### src/rtl/param_updown_counter.sv
// -----------------------------------------------------------------------------
// param_updown_counter
// Parametrised modulo-(MAX_COUNT+1) up/down counter with synchronous parallel
// load (clamped to MAX_COUNT), count enable, terminal-count flag for cascading
// and a registered one-cycle wrap pulse.
//
// Optional feature macro: UDC_STICKY_OVF_EN
//   When defined, adds ovf_clr (in) and ovf_sticky (out, registered). The
//   sticky flag sets on every wrap and clears on ovf_clr. If a set and a clear
//   land on the same edge, the set wins.
// -----------------------------------------------------------------------------
module param_updown_counter #(
  parameter int WIDTH     = 4,
  parameter int MAX_COUNT = (2 ** WIDTH) - 1,
  parameter int RESET_VAL = 0
) (
  input  logic             clk,
  input  logic             reset,      // asynchronous, active-low
  input  logic [WIDTH-1:0] data_in,
  input  logic             load,
  input  logic             en,
  input  logic             up_dn,
`ifdef UDC_STICKY_OVF_EN
  input  logic             ovf_clr,
  output logic             ovf_sticky,
`endif
  output logic [WIDTH-1:0] count,
  output logic             tc,
  output logic             wrap
);

  localparam logic [WIDTH-1:0] MAX_C  = WIDTH'(MAX_COUNT);
  localparam logic [WIDTH-1:0] RST_C  = WIDTH'(RESET_VAL);
  localparam logic [WIDTH-1:0] ZERO_C = {WIDTH{1'b0}};
  localparam logic [WIDTH-1:0] ONE_C  = WIDTH'(1'b1);

  // Clamp a load value so the counter never holds a value above MAX_COUNT.
  function automatic logic [WIDTH-1:0] clamp_load(input logic [WIDTH-1:0] v);
    logic [WIDTH-1:0] r;
    if (v > MAX_C) begin
      r = MAX_C;
    end else begin
      r = v;
    end
    return r;
  endfunction

  logic [WIDTH-1:0] count_q, count_d;
  logic             wrap_q,  wrap_d;

  // Next-state selection: load beats enable, enable beats hold.
  always_comb begin
    count_d = count_q;
    wrap_d  = 1'b0;
    if (load) begin
      count_d = clamp_load(data_in);
      wrap_d  = 1'b0;
    end else if (en) begin
      case (up_dn)
        1'b1: begin
          if (count_q == MAX_C) begin
            count_d = ZERO_C;
            wrap_d  = 1'b1;
          end else begin
            count_d = count_q + ONE_C;
            wrap_d  = 1'b0;
          end
        end
        1'b0: begin
          if (count_q == ZERO_C) begin
            count_d = MAX_C;
            wrap_d  = 1'b1;
          end else begin
            count_d = count_q - ONE_C;
            wrap_d  = 1'b0;
          end
        end
        default: begin
          count_d = count_q;
          wrap_d  = 1'b0;
        end
      endcase
    end else begin
      count_d = count_q;
      wrap_d  = 1'b0;
    end
  end

  // Count and wrap registers; reset forces them immediately, independent of clk.
  always_ff @(posedge clk or negedge reset) begin
    if (!reset) begin
      count_q <= RST_C;
      wrap_q  <= 1'b0;
    end else begin
      count_q <= count_d;
      wrap_q  <= wrap_d;
    end
  end

  assign count = count_q;
  assign wrap  = wrap_q;

  // Terminal count looks only at the current value and direction, not at en,
  // so it can feed the enable of the next stage in a cascade.
  assign tc = (up_dn & (count_q == MAX_C)) | (~up_dn & (count_q == ZERO_C));

`ifdef UDC_STICKY_OVF_EN
  logic ovf_q, ovf_d;

  // Sticky overflow: a wrap on this edge sets it and overrides a clear.
  always_comb begin
    ovf_d = ovf_q;
    if (wrap_d) begin
      ovf_d = 1'b1;
    end else if (ovf_clr) begin
      ovf_d = 1'b0;
    end else begin
      ovf_d = ovf_q;
    end
  end

  // Sticky overflow register.
  always_ff @(posedge clk or negedge reset) begin
    if (!reset) begin
      ovf_q <= 1'b0;
    end else begin
      ovf_q <= ovf_d;
    end
  end

  assign ovf_sticky = ovf_q;
`endif

endmodule

### config.mk
export PLATFORM = sky130hd
export DESIGN_NAME = param_updown_counter
export DESIGN_NICKNAME = d
export VERILOG_FILES = /design/src/rtl/param_updown_counter.sv
export SDC_FILE = /design/constraint.sdc
export NUM_CORES = 1
export LEC_CHECK = 0
export BUFFER_PORTS_ARGS = -buffer_cell sky130_fd_sc_hd__buf_2
export CAP_MARGIN = 20
export CORE_AREA = 4 4 41 43
export DETAILED_ROUTE_END_ITERATION = 8
export DIE_AREA = 0 0 45 47
export PLACE_DENSITY = 0.61
export SETUP_SLACK_MARGIN = 0.3
export SLEW_MARGIN = 20
export SYNTH_ARGS = -nofsm -noshare
export SYNTH_HDL_FRONTEND = slang
export SYNTH_SLANG_ARGS = --single-unit
### constraint.sdc
create_clock -name clk -period 3.85 [get_ports clk]
set_input_delay 0.385 -clock clk [delete_from_list [all_inputs] [get_ports clk]]
set_output_delay 0.385 -clock clk [all_outputs]
set_load 0.01 [all_outputs]
# Word level (Yosys, flattened, before mapping)
# Index checks and enable logic that the tools add are counted.
# Widths: inputs -> output; s select.
# word_totals
reg_bits	5
latch_bits	0
mem_bits_rw	0
mem_bits_ro	0
output_inout_bits	6
wordCells	23
mem_count	0
# classes
add_sub_neg	2
n_mul	0
div_mod_pow	0
order_cmp	1
eq_ne	1
shift	0
mux	11
bitwise	4
reduce_logical	2
# op_table
cell	count
$mux 4	5
$pmux 4 s2	1
$add 4x1->4 const B	1
$eq 4x4->1 const B	1
$gt 4x4->1 const B	1
$logic_not 4->1	1
$mux 1	4
$sub 4x1->4 const B	1
$and 1x1->1	2
$pmux 1 s2	1
$reduce_bool 2->1	1
$not 1->1	1
$or 1x1->1	1

# Depth between registers and ports, before layout
# logic_depth
ltp_word	5
depth_mapped	6
depth_no_buf	6

# Worst setup path after synthesis
# Ideal clock, no wire load.
# synth_path
path_kind	register -> output
from	register count_q[0], in the netlist count[0]
to	output tc
arrival_ns	1.122
t_required_ns	3.465
setup_slack_ns	2.343
path_stages_with_launch	5
path_buffers	0
path_cell_list	dfrtp_1 inv_1 ha_1 nand2b_1 o31ai_1
# synth_between
elab_chain_len	3
word_cells_on_any_way	5
cone_classes	eq/ne: 1; bitwise: 3; reduce/logical: 1
# synth_rtl
item	line	source
from (decl)	48	logic [WIDTH-1:0] count_q, count_d;
from (signal assigned)	95	count_q <= count_d;
$eq 4x4->1 or $logic_not 4->1 (tied branches)	105	assign tc = (up_dn & (count_q == MAX_C)) | (~up_dn & (count_q == ZERO_C));
$and 1x1->1	105	
$or 1x1->1 *	105	
to (decl)	28	output logic tc,
# Mark *: on every way between the ends. The rest lies on a longest branch, timed or not.

# Final worst setup path
# Same ends and word-level chain as after synthesis.

==> results.md <==
- Die ar.: 0.00212 mm^2
- Outcome: finished, final reports clean
- Gr ovfl total: 0
- Final Hold Viols: 0
- Pwr/cell area: 391 mW/mm^2
- Die W: 45 um
- Initial antenna violation count: 0
- ANT nets after route: 0
- Number of diodes: 0
- Fin. max-slew vios: 0
- Vias per cell: roughly 4.8
- Total of max-cap violations: 0
- Setup tns final: 0 ns
- Post-synth cell types: 22
- Clock Latency Late Sink: ~0.24 ns
- Final Net Count: 69
- Worst EP arrival: 1.53 ns
- Min Tclk post-route: 1.91 ns
- Design area: 473 um^2
- Clock tree from TritonCTS: built
- Final setup violation count: 0
- TritonCTS Buffers: 3
- # fillers: between 100 and 150
- Clock sinks: 5
- Fmax: between 500 and 600 MHz
- Worst Hold Class: in -> reg
- Clk pin slew, worst setup/hold paths: 0.04 ns
- WL per Instance: 11.1 um
- GRT met2 Usage: 0.127
- Fin crit share: 0.497
- Clk buf depth: 2
- Leak: 0.227 nW
- Cell Rows: 13
- Met1 usage in global routing: 0.110
- Post-synthesis cell area: 363 um^2
- Leading cell type in the layout, fill and taps excluded: buf_2
- Crit end category: output port
- Tot GR Track Use: 0.0912
- Pwr Total: ~0.00018 W
- Synthesized instance count: 40
- Worst vdd ir: 0.222 mV
- Register-to-Register Path Depth: 5
- Core area: 0.00130 mm^2
- GPL Wtd Cong: just under 0.7
- Boundary pin count: 15
- Vias in the first global route: ~310
- Yosys warning total: 0
- Synthesized area per cell: 9.07 um^2
- Root buffer cell: clkbuf_4
- Worst EP required: 3.46 ns
- Critical Path Fanout Max: 8
- Initial Util: 0.279
- Detailed Route WL: between 700 and 800 um
- Layout area overhead: 30.3%
- Rel. slew slack: 0.792
- 1st-iter DRT viols: 1
- Residual DRC: 0
- Hold Path Depth: 3
- Most frequent cells in the layout: buf_2, nand2_1, dfrtp_1
- Post-CTS resize count: 0
- Area occupied by multi-input gates: about 220 um^2
- RSZ-0062 raised after global routing: false
- CTS H-tree lvls: 1
- Post-synthesis register bit count: 5
- IO buf count: 14
- Gr busiest metal: met2
- DR pass1 iterations: 3
- Clock skew: 0.000767 ns
- Post-DP HPWL: just over 600 um
- FF/Latch Area: 125 um^2
- Largest net degree at the start of global routing: 10
- Seq/Total Area, Yosys: 0.345
- Syn nets: 51
- Tightest Pin Transition: 0.310 ns
- M3 GR Usage: 0.0728
- Share of cells above drive strength 1: 0.333
- Critical path class: reg -> out
- First-pass GRT wire length: 1.32 mm
- Crit start category: flip-flop
- Die Y-Extent: about 47 um
- Total number of vias: between 300 and 400
- DP Area: between 400 and 500 um^2
timing repair:
item,CTS,global route
setup buffers,0,0
endpoints found under the hold margin,5,0
hold buffers,1,0
final cells by class:
class / instances / area share
Timing Repair Buffer: 15 / 0.169
Tap cell: 15 / 0.0397
Sequential cell: 5 / 0.265
Inverter: 2 / 0.0159
Clock buffer: 4 / 0.0556
Multi-Input combinational cell: 31 / 0.455
worst paths after layout:
| kind | startpoint | endpoint | slack, ns |
|---|---|---|---|
| worst max register to register | count[0] | count[3] | 2.44 |
| worst max-delay path | count[0] | tc | 1.94 |
| max in group asynchronous | reset | count[0] | 3.23 |
| worst min register to register | count[3] | count[3] | 0.74 |
| min in group asynchronous | reset | count[2] | 0.49 |
| worst min-delay path | data_in[2] | count[2] | 0.35 |
synthesized netlist by cell type:
cell type | instances | share of area
xnor2_1 | 3 | 0.072
nand4_1 | 1 | 0.017
or3_4 | 1 | 0.031
nand3_1 | 1 | 0.014
inv_1 | 2 | 0.021
a21o_1 | 1 | 0.021
ha_1 | 2 | 0.069
nor2b_1 | 1 | 0.017
a221oi_2 | 1 | 0.041
nand2_1 | 5 | 0.052
a21oi_1 | 2 | 0.028
nand2b_1 | 2 | 0.034
nor3b_1 | 1 | 0.021
o21ai_0 | 4 | 0.055
clkbuf_1 | 1 | 0.010
dfrtp_1 | 5 | 0.34
mux2i_1 | 1 | 0.028
buf_6 | 1 | 0.031
o31ai_1 | 2 | 0.041
a21boi_0 | 1 | 0.021
o21bai_1 | 1 | 0.021
nor2_1 | 1 | 0.010
critical path: stages (launching register included):
cell,delay (ns)
dfrtp_1,0.47
inv_1,0.09
ha_1,0.17
nand2b_1,0.07
o31ai_1,0.29
buf_2,0.20
routing by layer:
metal  wire, um  share of wire
met1        387           0.48
met2        322           0.40
met3         88           0.11
met4          0              0
met5          0              0
sequential cells by signal (all words and copies together) (netlist names):
register,flops
wrap,1
count,4
power breakdown:
group          leakage, nW  internal, W  switching [W]
Sequential          0.0621    0.0000586      0.0000133
Clock               0.0150    0.0000392      0.0000211
Combinational        0.150    0.0000279      0.0000248
Total                0.227     0.000126      0.0000593
kinds of logic (layout without fill, tap and decap cells):
| group | Yosys count | after routing | share of synthesized area |
|---|---|---|---|
| AO/OA/AOI/OAI | 12 | 12 | 0.228 |
| AND/OR/NAND/NOR | 13 | 13 | 0.197 |
| adder cells (fa/ha/maj) | 2 | 2 | 0.0690 |
| XOR/XNOR | 3 | 3 | 0.0724 |
| buffers and inverters | 4 | 21 | 0.0621 |
| flip-flops | 5 | 5 | 0.345 |
| multiplexers | 1 | 1 | 0.0276 |
through the flow:
stage / hold slack [ns] / cells / setup slack, ns / utilization
after global routing: 0.341 / 72 / 1.79 / 0.363
after CTS: 0.344 / 72 / 1.93 / 0.363
after floorplan: 0.0894 / 40 / 2.34 / -
after detailed placement: 0.206 / 67 / 2.20 / 0.336
final: 0.351 / 72 / 1.94 / 0.363
after global placement: 0.205 / 67 / 2.28 / 0.336
(Power assumes the default switching activity.)
